==> config.mk <==
export PLATFORM = sky130hd
export DESIGN_NAME = approx_adder_pipe_etmon_flat
export DESIGN_NICKNAME = d
export VERILOG_FILES = /design/src/rtl/approx_adder_pkg.sv /design/src/rtl/approx_adder_pipe_etmon_if.sv /design/src/rtl/approx_adder_stats.sv /design/src/rtl/approx_adder_pipe_etmon.sv /design/src/flat_wrapper.sv
export SDC_FILE = /design/constraint.sdc
export NUM_CORES = 1
export LEC_CHECK = 0
export CAP_MARGIN = 30
export CORE_ASPECT_RATIO = 2
export CORE_MARGIN = 5
export CORE_UTILIZATION = 35
export DETAILED_ROUTE_END_ITERATION = 6
export DONT_BUFFER_PORTS = 1
export HOLD_SLACK_MARGIN = 0.06
export PLACE_DENSITY = 0.47
export SLEW_MARGIN = 10
export SYNTH_ARGS = -nofsm -noshare
export SYNTH_HDL_FRONTEND = slang
export SYNTH_SLANG_ARGS = --single-unit
==> constraint.sdc <==
create_clock -name clk -period 4.3 [get_ports clk]
set_clock_uncertainty 0.15 [all_clocks]
set_input_delay 0.86 -clock clk [delete_from_list [all_inputs] [get_ports clk]]
set_output_delay 0.86 -clock clk [all_outputs]
set_load 0.02 [all_outputs]
==> src/rtl/approx_adder_pkg.sv <==
// Shared definitions for the pipelined approximate adder with error monitor.
//   MAX_W          : widest operand the helper functions handle (WIDTH <= MAX_W)
//   STAT_CNT_MAX_W : widest statistics counter supported (CNT_W <= STAT_CNT_MAX_W)
//   stats_t        : statistics record {samples, viols, max_err, sticky}
//   loa_sum        : lower-part-OR approximate sum
//   abs_diff       : unsigned |x - y|
package approx_adder_pkg;

    localparam int MAX_W          = 32;
    localparam int STAT_CNT_MAX_W = 32;
    localparam int STAT_ERR_MAX_W = MAX_W + 1;

    // Fields are sized for the widest instance; narrower instances keep the
    // upper bits at zero and slice on the way out.
    typedef struct packed {
        logic [STAT_CNT_MAX_W-1:0] samples;
        logic [STAT_CNT_MAX_W-1:0] viols;
        logic [STAT_ERR_MAX_W-1:0] max_err;
        logic                      sticky;
    } stats_t;

    // Low k bits are OR-ed, the carry into the exact upper part is the AND
    // of the two top approximated bits. k = 0 degenerates to the exact sum.
    function automatic logic [MAX_W:0] loa_sum(input logic [MAX_W-1:0] a,
                                               input logic [MAX_W-1:0] b,
                                               input int               k);
        logic [MAX_W-1:0] mask;
        logic [MAX_W-1:0] kbit;
        logic [MAX_W-1:0] lo;
        logic             cin;
        logic [MAX_W:0]   hi;
        if (k <= 0) begin
            return {1'b0, a} + {1'b0, b};
        end
        mask = MAX_W'((64'd1 << k) - 64'd1);
        kbit = MAX_W'(1) << (k - 1);
        lo   = (a | b) & mask;
        cin  = |(a & b & kbit);
        hi   = {1'b0, a >> k} + {1'b0, b >> k} + {{MAX_W{1'b0}}, cin};
        return (hi << k) | {1'b0, lo};
    endfunction

    function automatic logic [MAX_W:0] abs_diff(input logic [MAX_W:0] x,
                                                input logic [MAX_W:0] y);
        return (x > y) ? (x - y) : (y - x);
    endfunction

endpackage

==> src/rtl/approx_adder_pipe_etmon_if.sv <==
// Operand / result stream bundle for approx_adder_pipe_etmon.
//   in_valid/in_ready/in_a/in_b/in_mode : operand stream (mode 1 = approximate)
//   out_valid/out_ready/out_sum/out_err/out_viol : result stream
// master = upstream/downstream environment, slave = the adder.
interface approx_adder_pipe_etmon_if #(
    parameter int WIDTH = 8
);
    logic             in_valid;
    logic             in_ready;
    logic [WIDTH-1:0] in_a;
    logic [WIDTH-1:0] in_b;
    logic             in_mode;
    logic             out_valid;
    logic             out_ready;
    logic [WIDTH:0]   out_sum;
    logic [WIDTH:0]   out_err;
    logic             out_viol;

    modport master (
        output in_valid, in_a, in_b, in_mode, out_ready,
        input  in_ready, out_valid, out_sum, out_err, out_viol
    );

    modport slave (
        input  in_valid, in_a, in_b, in_mode, out_ready,
        output in_ready, out_valid, out_sum, out_err, out_viol
    );
endinterface

==> src/rtl/approx_adder_stats.sv <==
// Runtime error statistics, updated only when a result is handed off.
//   hs      : result handshake this cycle (out_valid & out_ready)
//   viol    : handed-off result exceeds the error threshold
//   err     : handed-off result's absolute error
//   clr     : synchronous clear; wins over a coincident handshake
//   samples, viols : saturating counters; max_err : largest err seen;
//   sticky  : set by the first violation, cleared by clr or reset
module approx_adder_stats
    import approx_adder_pkg::*;
#(
    parameter int WIDTH = 8,
    parameter int CNT_W = 16
) (
    input  logic             clk,
    input  logic             rst_n,
    input  logic             hs,
    input  logic             viol,
    input  logic [WIDTH:0]   err,
    input  logic             clr,
    output logic [CNT_W-1:0] samples,
    output logic [CNT_W-1:0] viols,
    output logic [WIDTH:0]   max_err,
    output logic             sticky
);
    localparam logic [63:0]               CNT_SAT64 = (64'd1 << CNT_W) - 64'd1;
    localparam logic [STAT_CNT_MAX_W-1:0] CNT_SAT   = CNT_SAT64[STAT_CNT_MAX_W-1:0];
    localparam logic [STAT_CNT_MAX_W-1:0] CNT_ONE   = STAT_CNT_MAX_W'(1);

    stats_t                    stats_reg;
    stats_t                    stats_next;
    logic [STAT_ERR_MAX_W-1:0] err_ext;

    assign err_ext = STAT_ERR_MAX_W'(err);

    always_comb begin
        stats_next = stats_reg;
        if (clr) begin
            stats_next = '0;
        end else if (hs) begin
            if (stats_reg.samples != CNT_SAT) begin
                stats_next.samples = stats_reg.samples + CNT_ONE;
            end
            if (viol && (stats_reg.viols != CNT_SAT)) begin
                stats_next.viols = stats_reg.viols + CNT_ONE;
            end
            if (err_ext > stats_reg.max_err) begin
                stats_next.max_err = err_ext;
            end
            stats_next.sticky = stats_reg.sticky | viol;
        end
    end

    always_ff @(posedge clk or negedge rst_n) begin
        if (!rst_n) begin
            stats_reg <= '0;
        end else begin
            stats_reg <= stats_next;
        end
    end

    assign samples = stats_reg.samples[CNT_W-1:0];
    assign viols   = stats_reg.viols[CNT_W-1:0];
    assign max_err = stats_reg.max_err[WIDTH:0];
    assign sticky  = stats_reg.sticky;

endmodule

==> src/rtl/approx_adder_pipe_etmon.sv <==
// Two-stage pipelined exact / lower-part-OR approximate adder with per-result
// absolute-error reporting and in-system error statistics.
//   clk, rst_n  : clock, asynchronous active-low reset
//   bus         : operand/result stream (slave side), see the interface file
//   stat_clr    : synchronous clear of the statistics
//   stat_samples, stat_viols, stat_max_err, viol_sticky : statistics outputs
// Stage 1 registers the operands and mode; stage 2 computes both sums and
// the error and registers the result. No skid buffer: in_ready is a
// combinational function of out_ready.
module approx_adder_pipe_etmon
    import approx_adder_pkg::*;
#(
    parameter int WIDTH       = 8,
    parameter int APPROX_LSBS = 2,
    parameter int ET          = 5,
    parameter int CNT_W       = 16
) (
    input  logic                       clk,
    input  logic                       rst_n,
    approx_adder_pipe_etmon_if.slave   bus,
    input  logic                       stat_clr,
    output logic [CNT_W-1:0]           stat_samples,
    output logic [CNT_W-1:0]           stat_viols,
    output logic [WIDTH:0]             stat_max_err,
    output logic                       viol_sticky
);
    localparam logic [WIDTH:0] ET_V = (WIDTH+1)'(ET);

    logic             s1_valid_reg;
    logic [WIDTH-1:0] s1_a_reg;
    logic [WIDTH-1:0] s1_b_reg;
    logic             s1_mode_reg;

    logic             out_valid_reg;
    logic [WIDTH:0]   out_sum_reg;
    logic [WIDTH:0]   out_err_reg;
    logic             out_viol_reg;

    logic             adv1;
    logic             adv2;

    logic [WIDTH:0]   exact_sum;
    logic [WIDTH:0]   approx_sum;
    logic [WIDTH:0]   sum_next;
    logic [WIDTH:0]   err_next;
    logic             viol_next;

    assign adv2 = !out_valid_reg || bus.out_ready;
    assign adv1 = !s1_valid_reg || adv2;

    always_comb begin
        exact_sum  = {1'b0, s1_a_reg} + {1'b0, s1_b_reg};
        approx_sum = (WIDTH+1)'(loa_sum(MAX_W'(s1_a_reg), MAX_W'(s1_b_reg), APPROX_LSBS));
        sum_next   = exact_sum;
        err_next   = '0;
        viol_next  = 1'b0;
        if (s1_mode_reg) begin
            sum_next  = approx_sum;
            err_next  = (WIDTH+1)'(abs_diff(STAT_ERR_MAX_W'(approx_sum),
                                            STAT_ERR_MAX_W'(exact_sum)));
            viol_next = (err_next > ET_V);
        end
    end

    always_ff @(posedge clk or negedge rst_n) begin
        if (!rst_n) begin
            s1_valid_reg  <= 1'b0;
            s1_a_reg      <= '0;
            s1_b_reg      <= '0;
            s1_mode_reg   <= 1'b0;
            out_valid_reg <= 1'b0;
            out_sum_reg   <= '0;
            out_err_reg   <= '0;
            out_viol_reg  <= 1'b0;
        end else begin
            if (adv1) begin
                s1_valid_reg <= bus.in_valid;
                if (bus.in_valid) begin
                    s1_a_reg    <= bus.in_a;
                    s1_b_reg    <= bus.in_b;
                    s1_mode_reg <= bus.in_mode;
                end
            end
            // Result registers only load when a new result moves in, so a
            // stalled result stays put.
            if (adv2) begin
                out_valid_reg <= s1_valid_reg;
                if (s1_valid_reg) begin
                    out_sum_reg  <= sum_next;
                    out_err_reg  <= err_next;
                    out_viol_reg <= viol_next;
                end
            end
        end
    end

    assign bus.in_ready  = adv1;
    assign bus.out_valid = out_valid_reg;
    assign bus.out_sum   = out_sum_reg;
    assign bus.out_err   = out_err_reg;
    assign bus.out_viol  = out_viol_reg;

    approx_adder_stats #(
        .WIDTH (WIDTH),
        .CNT_W (CNT_W)
    ) u_stats (
        .clk     (clk),
        .rst_n   (rst_n),
        .hs      (out_valid_reg && bus.out_ready),
        .viol    (out_viol_reg),
        .err     (out_err_reg),
        .clr     (stat_clr),
        .samples (stat_samples),
        .viols   (stat_viols),
        .max_err (stat_max_err),
        .sticky  (viol_sticky)
    );

endmodule

==> src/flat_wrapper.sv <==
// flat-port wrapper written by rule: the top's interface ports become plain ports
module approx_adder_pipe_etmon_flat import approx_adder_pkg::*;
#(
    parameter int WIDTH       = 8,
    parameter int APPROX_LSBS = 2,
    parameter int ET          = 5,
    parameter int CNT_W       = 16
)
  (clk, rst_n, stat_clr, stat_samples, stat_viols, stat_max_err, viol_sticky, bus_in_valid, bus_in_a, bus_in_b, bus_in_mode, bus_out_ready, bus_in_ready, bus_out_valid, bus_out_sum, bus_out_err, bus_out_viol);
  approx_adder_pipe_etmon_if #(.WIDTH(WIDTH)) bus_i ();
  input  logic clk;
  input  logic rst_n;
  input  logic stat_clr;
  output logic [CNT_W-1:0] stat_samples;
  output logic [CNT_W-1:0] stat_viols;
  output logic [WIDTH:0] stat_max_err;
  output logic viol_sticky;
  input wire logic [$bits(bus_i.in_valid)-1:0] bus_in_valid;
  input wire logic [$bits(bus_i.in_a)-1:0] bus_in_a;
  input wire logic [$bits(bus_i.in_b)-1:0] bus_in_b;
  input wire logic [$bits(bus_i.in_mode)-1:0] bus_in_mode;
  input wire logic [$bits(bus_i.out_ready)-1:0] bus_out_ready;
  output wire logic [$bits(bus_i.in_ready)-1:0] bus_in_ready;
  output wire logic [$bits(bus_i.out_valid)-1:0] bus_out_valid;
  output wire logic [$bits(bus_i.out_sum)-1:0] bus_out_sum;
  output wire logic [$bits(bus_i.out_err)-1:0] bus_out_err;
  output wire logic [$bits(bus_i.out_viol)-1:0] bus_out_viol;
  assign bus_i.in_valid = bus_in_valid;
  assign bus_i.in_a = bus_in_a;
  assign bus_i.in_b = bus_in_b;
  assign bus_i.in_mode = bus_in_mode;
  assign bus_i.out_ready = bus_out_ready;
  assign bus_in_ready = bus_i.in_ready;
  assign bus_out_valid = bus_i.out_valid;
  assign bus_out_sum = bus_i.out_sum;
  assign bus_out_err = bus_i.out_err;
  assign bus_out_viol = bus_i.out_viol;
  approx_adder_pipe_etmon #(.WIDTH(WIDTH), .APPROX_LSBS(APPROX_LSBS), .ET(ET), .CNT_W(CNT_W)) u_core (.clk(clk), .rst_n(rst_n), .bus(bus_i), .stat_clr(stat_clr), .stat_samples(stat_samples), .stat_viols(stat_viols), .stat_max_err(stat_max_err), .viol_sticky(viol_sticky));
endmodule
==> impl_metrics.json, run 1 <==
{
  "synthMuxAreaShare": 0.05342,
  "drt-total-wl_mm": 17.65,
  "chipHeight_um": 209.7,
  "synthSimpleGateAreaFrac": 0.1877,
  "fin_nets": 774,
  "cellPowerDensity_nw_per_um2": 657.8,
  "overflow": 0,
  "irDropWorstVdd_mv": 0.3795,
  "synth_area_um2": 6979,
  "dpl.hpwl_mm": 13.31,
  "hold_violations": 0,
  "wire_per_inst_um": 18.05,
  "synth.avg_cell_area_um2": 9.293,
  "ios": 85,
  "drc_errors": 0,
  "io_buffers": 0,
  "first_pass_iters": 4,
  "grt_util_met3": 0.03847,
  "status": "finished, final reports clean",
  "clk_pin_slew_ns": 0.07,
  "critical_path.max_stage_delay_ns": 0.43,
  "synth.distinct_cells": 54,
  "maxSlewHeadroom": 0.5031,
  "numCtsBuffers": 9,
  "layout.cells.non_filler": 978,
  "path_class": "register to register",
  "vias": 5002,
  "slew_viol_final": 0,
  "diodes": 0,
  "cp.required_ns": 4.38,
  "root_buffer": "clkbuf_16",
  "dp_slack_ns": -0.007880,
  "fin_util": 0.3765,
  "crit_path_max_fanout": 8,
  "core_um2": 19730,
  "initial_core_util": 0.3538,
  "cts_tree": "built",
  "min_path_type": "input pin to asynchronous set/reset pin",
  "hold_ws_ns": 0.2855,
  "top_usage_layer": "met2",
  "synthAdderAreaFrac": 0.07781,
  "post-route-period-util": 0.9506,
  "startpoint": "u_core.s1_b_reg[0]",
  "power_uw": 4885,
  "grt_pass1_vias": 5274,
  "ys_seq_area_frac": 0.4016,
  "gp_congestion": 0.8736,
  "synth_top_area_cell": "dfrtp_1",
  "crit_slowest_cell": "fa_1",
  "grt_max_degree": 113,
  "ant_nets": 0,
  "met1_usage": 0.1512,
  "rsz0062_at_grt": "no",
  "clkSinkCount": 112,
  "use_met2": 0.3087,
  "synthCells": 751,
  "synth-edff-count": 0,
  "fmax_ghz": 0.2446,
  "vias_per_cell": 5.115,
  "drtIter0Drc": 207,
  "synth_compound_area_frac": 0.1008,
  "synthXorXnorAreaFrac": 0.08910,
  "critPathCaptureType": "register",
  "synth_flop_cell": "dfrtp_1",
  "ys_warn_count": 0,
  "cts_max_level": 3,
  "die_area_um2": 23040,
  "period_needed_ns": 4.088,
  "cts_buffer_depth": 2,
  "path_cells": "ha_1 -> fa_1 -> a21o_1 -> a21oi_2 -> o21ai_0 -> xnor2_1 -> ha_4 -> a21o_1 -> a221oi_2 -> o21ai_2 -> a21oi_2 -> or2_4 -> mux2i_1 -> xor2_1 -> a31oi_1",
  "synth-seq-cells": 112,
  "cellLeakagePower_uw": 0.003360,
  "r2r_start": "u_core.s1_b_reg[0]",
  "synth_nets": 814,
  "synth_top_family_by_area": "simple AND/OR/NAND/NOR gates",
  "largest_register_ff_count": 32,
  "synth_top_area_share": 0.4016,
  "grt_first_pass_wirelength_mm": 27.86,
  "netlist_top_cells_count": "dfrtp_1 (112), nor2_1 (91), nand2_1 (52)",
  "syn_to_final_growth_pct": 6.418,
  "antenna_found_initial": 0,
  "drive_above_1_share": 0.1103,
  "async_reset_ff_frac": 1.000,
  "placedCellCount": 959,
  "core.rowCount": 73,
  "fp.dieW_um": 109.9,
  "tightest_slew_ns": 0.7435,
  "synth_most_common_cell": "dfrtp_1",
  "clk_latency_ns": 0.36,
  "drv_cap": 0,
  "yosys-top-cells-area": "dfrtp_1 (40%), ha_1 (6.6%), xor2_1 (5.4%)",
  "setup_violations": 0,
  "fin_ws_ns": 0.2124,
  "track_usage": 0.1577,
  "cp_data_arrival_time_ns": 4.17,
  "startpoint_type": "register"
}
[what timing repair did]
item	4_1_cts	5_1_grt
endpoints found under the hold margin	112	0
gates resized for setup	1	12
setup buffers	0	1
setup endpoints to repair	1	7
hold buffers	1	0
pin swaps	0	3
[layer usage]
| layer | up-vias | part of all wire |
|---|---|---|
| met4 | 0 | 0.027 |
| met1 | 2471 | 0.34 |
| li1 | 2415 | - |
| met5 | - | 0 |
| met2 | 93 | 0.59 |
| met3 | 23 | 0.050 |
[layout by cell type, fill, tap and decap left out, types with 6 or more instances in the layout]
cell type	instances
dfrtp_1	111
nor2_1	91
nand2_1	52
inv_1	47
xor2_1	42
ha_1	36
o21ai_0	34
nand3_1	29
a21oi_1	29
xnor2_1	25
and3_1	20
mux2_2	18
mux2i_1	17
buf_4	16
nand4_1	15
a21o_1	12
nor4_1	9
or3_1	9
clkbuf_16	9
and2_1	6
and4_1	6
nor3_1	6
[final timing paths]
check,slack [ns],cells after the start,to
max,0.21,15,u_core.bus.out_viol
min,0.29,1,u_core.u_stats.viols[7]
max reg2reg,0.21,15,u_core.bus.out_viol
min reg2reg,0.37,1,u_core.s1_a_reg[5]
max in group asynchronous,3.23,1,u_core.s1_b_reg[1]
min in group clk,0.37,1,u_core.s1_a_reg[5]
[kinds of logic (layout without fill, tap and decap cells)]
logic type | count (synthesis) | count (layout)
AOI/OAI and AO/OA | 110 | 110
xor gates and xnor gates | 71 | 71
adders and majority gates | 41 | 41
buffers and inverters | 116 | 81
DFF | 112 | 112
muxes | 35 | 35
and+or+nand+nor | 266 | 266
[stage by stage]
stage	cell area [um^2]	setup TNS (ns)
finish	7427	0
global route	7427	0
CTS	7347	0
detailed placement	6975	-0.007880
global placement	6975	0
floorplan	6979	0
[power by group]
group | internal [uW] | switching, uW
clock network | 559 | 393
registers | 1170 | 250
logic | 1100 | 1420
total | 2820 | 2060
[area by class of cell]
class,count,area [um^2]
Clock buffer,12,266.5
Clock inverter,4,75.07
Fill cell,2031,12300
Inverter,47,176.4
Multi-Input combinational cell,523,3618
Sequential cell,112,2804
Tap cell,262,327.8
Timing Repair Buffer,18,158.9
[critical path: cells and delay by family (launching register included)]
kind	cells	cell delay, ns
flops	1	0.41
simple gates	1	0.17
mux	1	0.21
fa+ha+maj	3	0.97
compound gates	8	1.44
xor+xnor	2	0.59
Note: power is estimated with default switching activity, not from simulation.
==> run 2: changes to the inputs <==
Settings changed: SLEW_MARGIN 10 to 20.
==> results of run 2 <==
The final DEF is identical to that of run 1; final timing and power are the same.
==> run 3: changes to the inputs <==
==> constraint.sdc (replaced) <==
create_clock -name clk -period 4.3 [get_ports clk]
set_clock_uncertainty 0.15 [all_clocks]
set_input_delay 0.645 -clock clk [delete_from_list [all_inputs] [get_ports clk]]
set_output_delay 0.645 -clock clk [all_outputs]
set_load 0.02 [all_outputs]
==> results of run 3 <==
Same layout as run 1 (identical final DEF). Status: finished, final reports clean.
Main changes from that run: hold slack 0.2855 ns -> 0.07053 ns
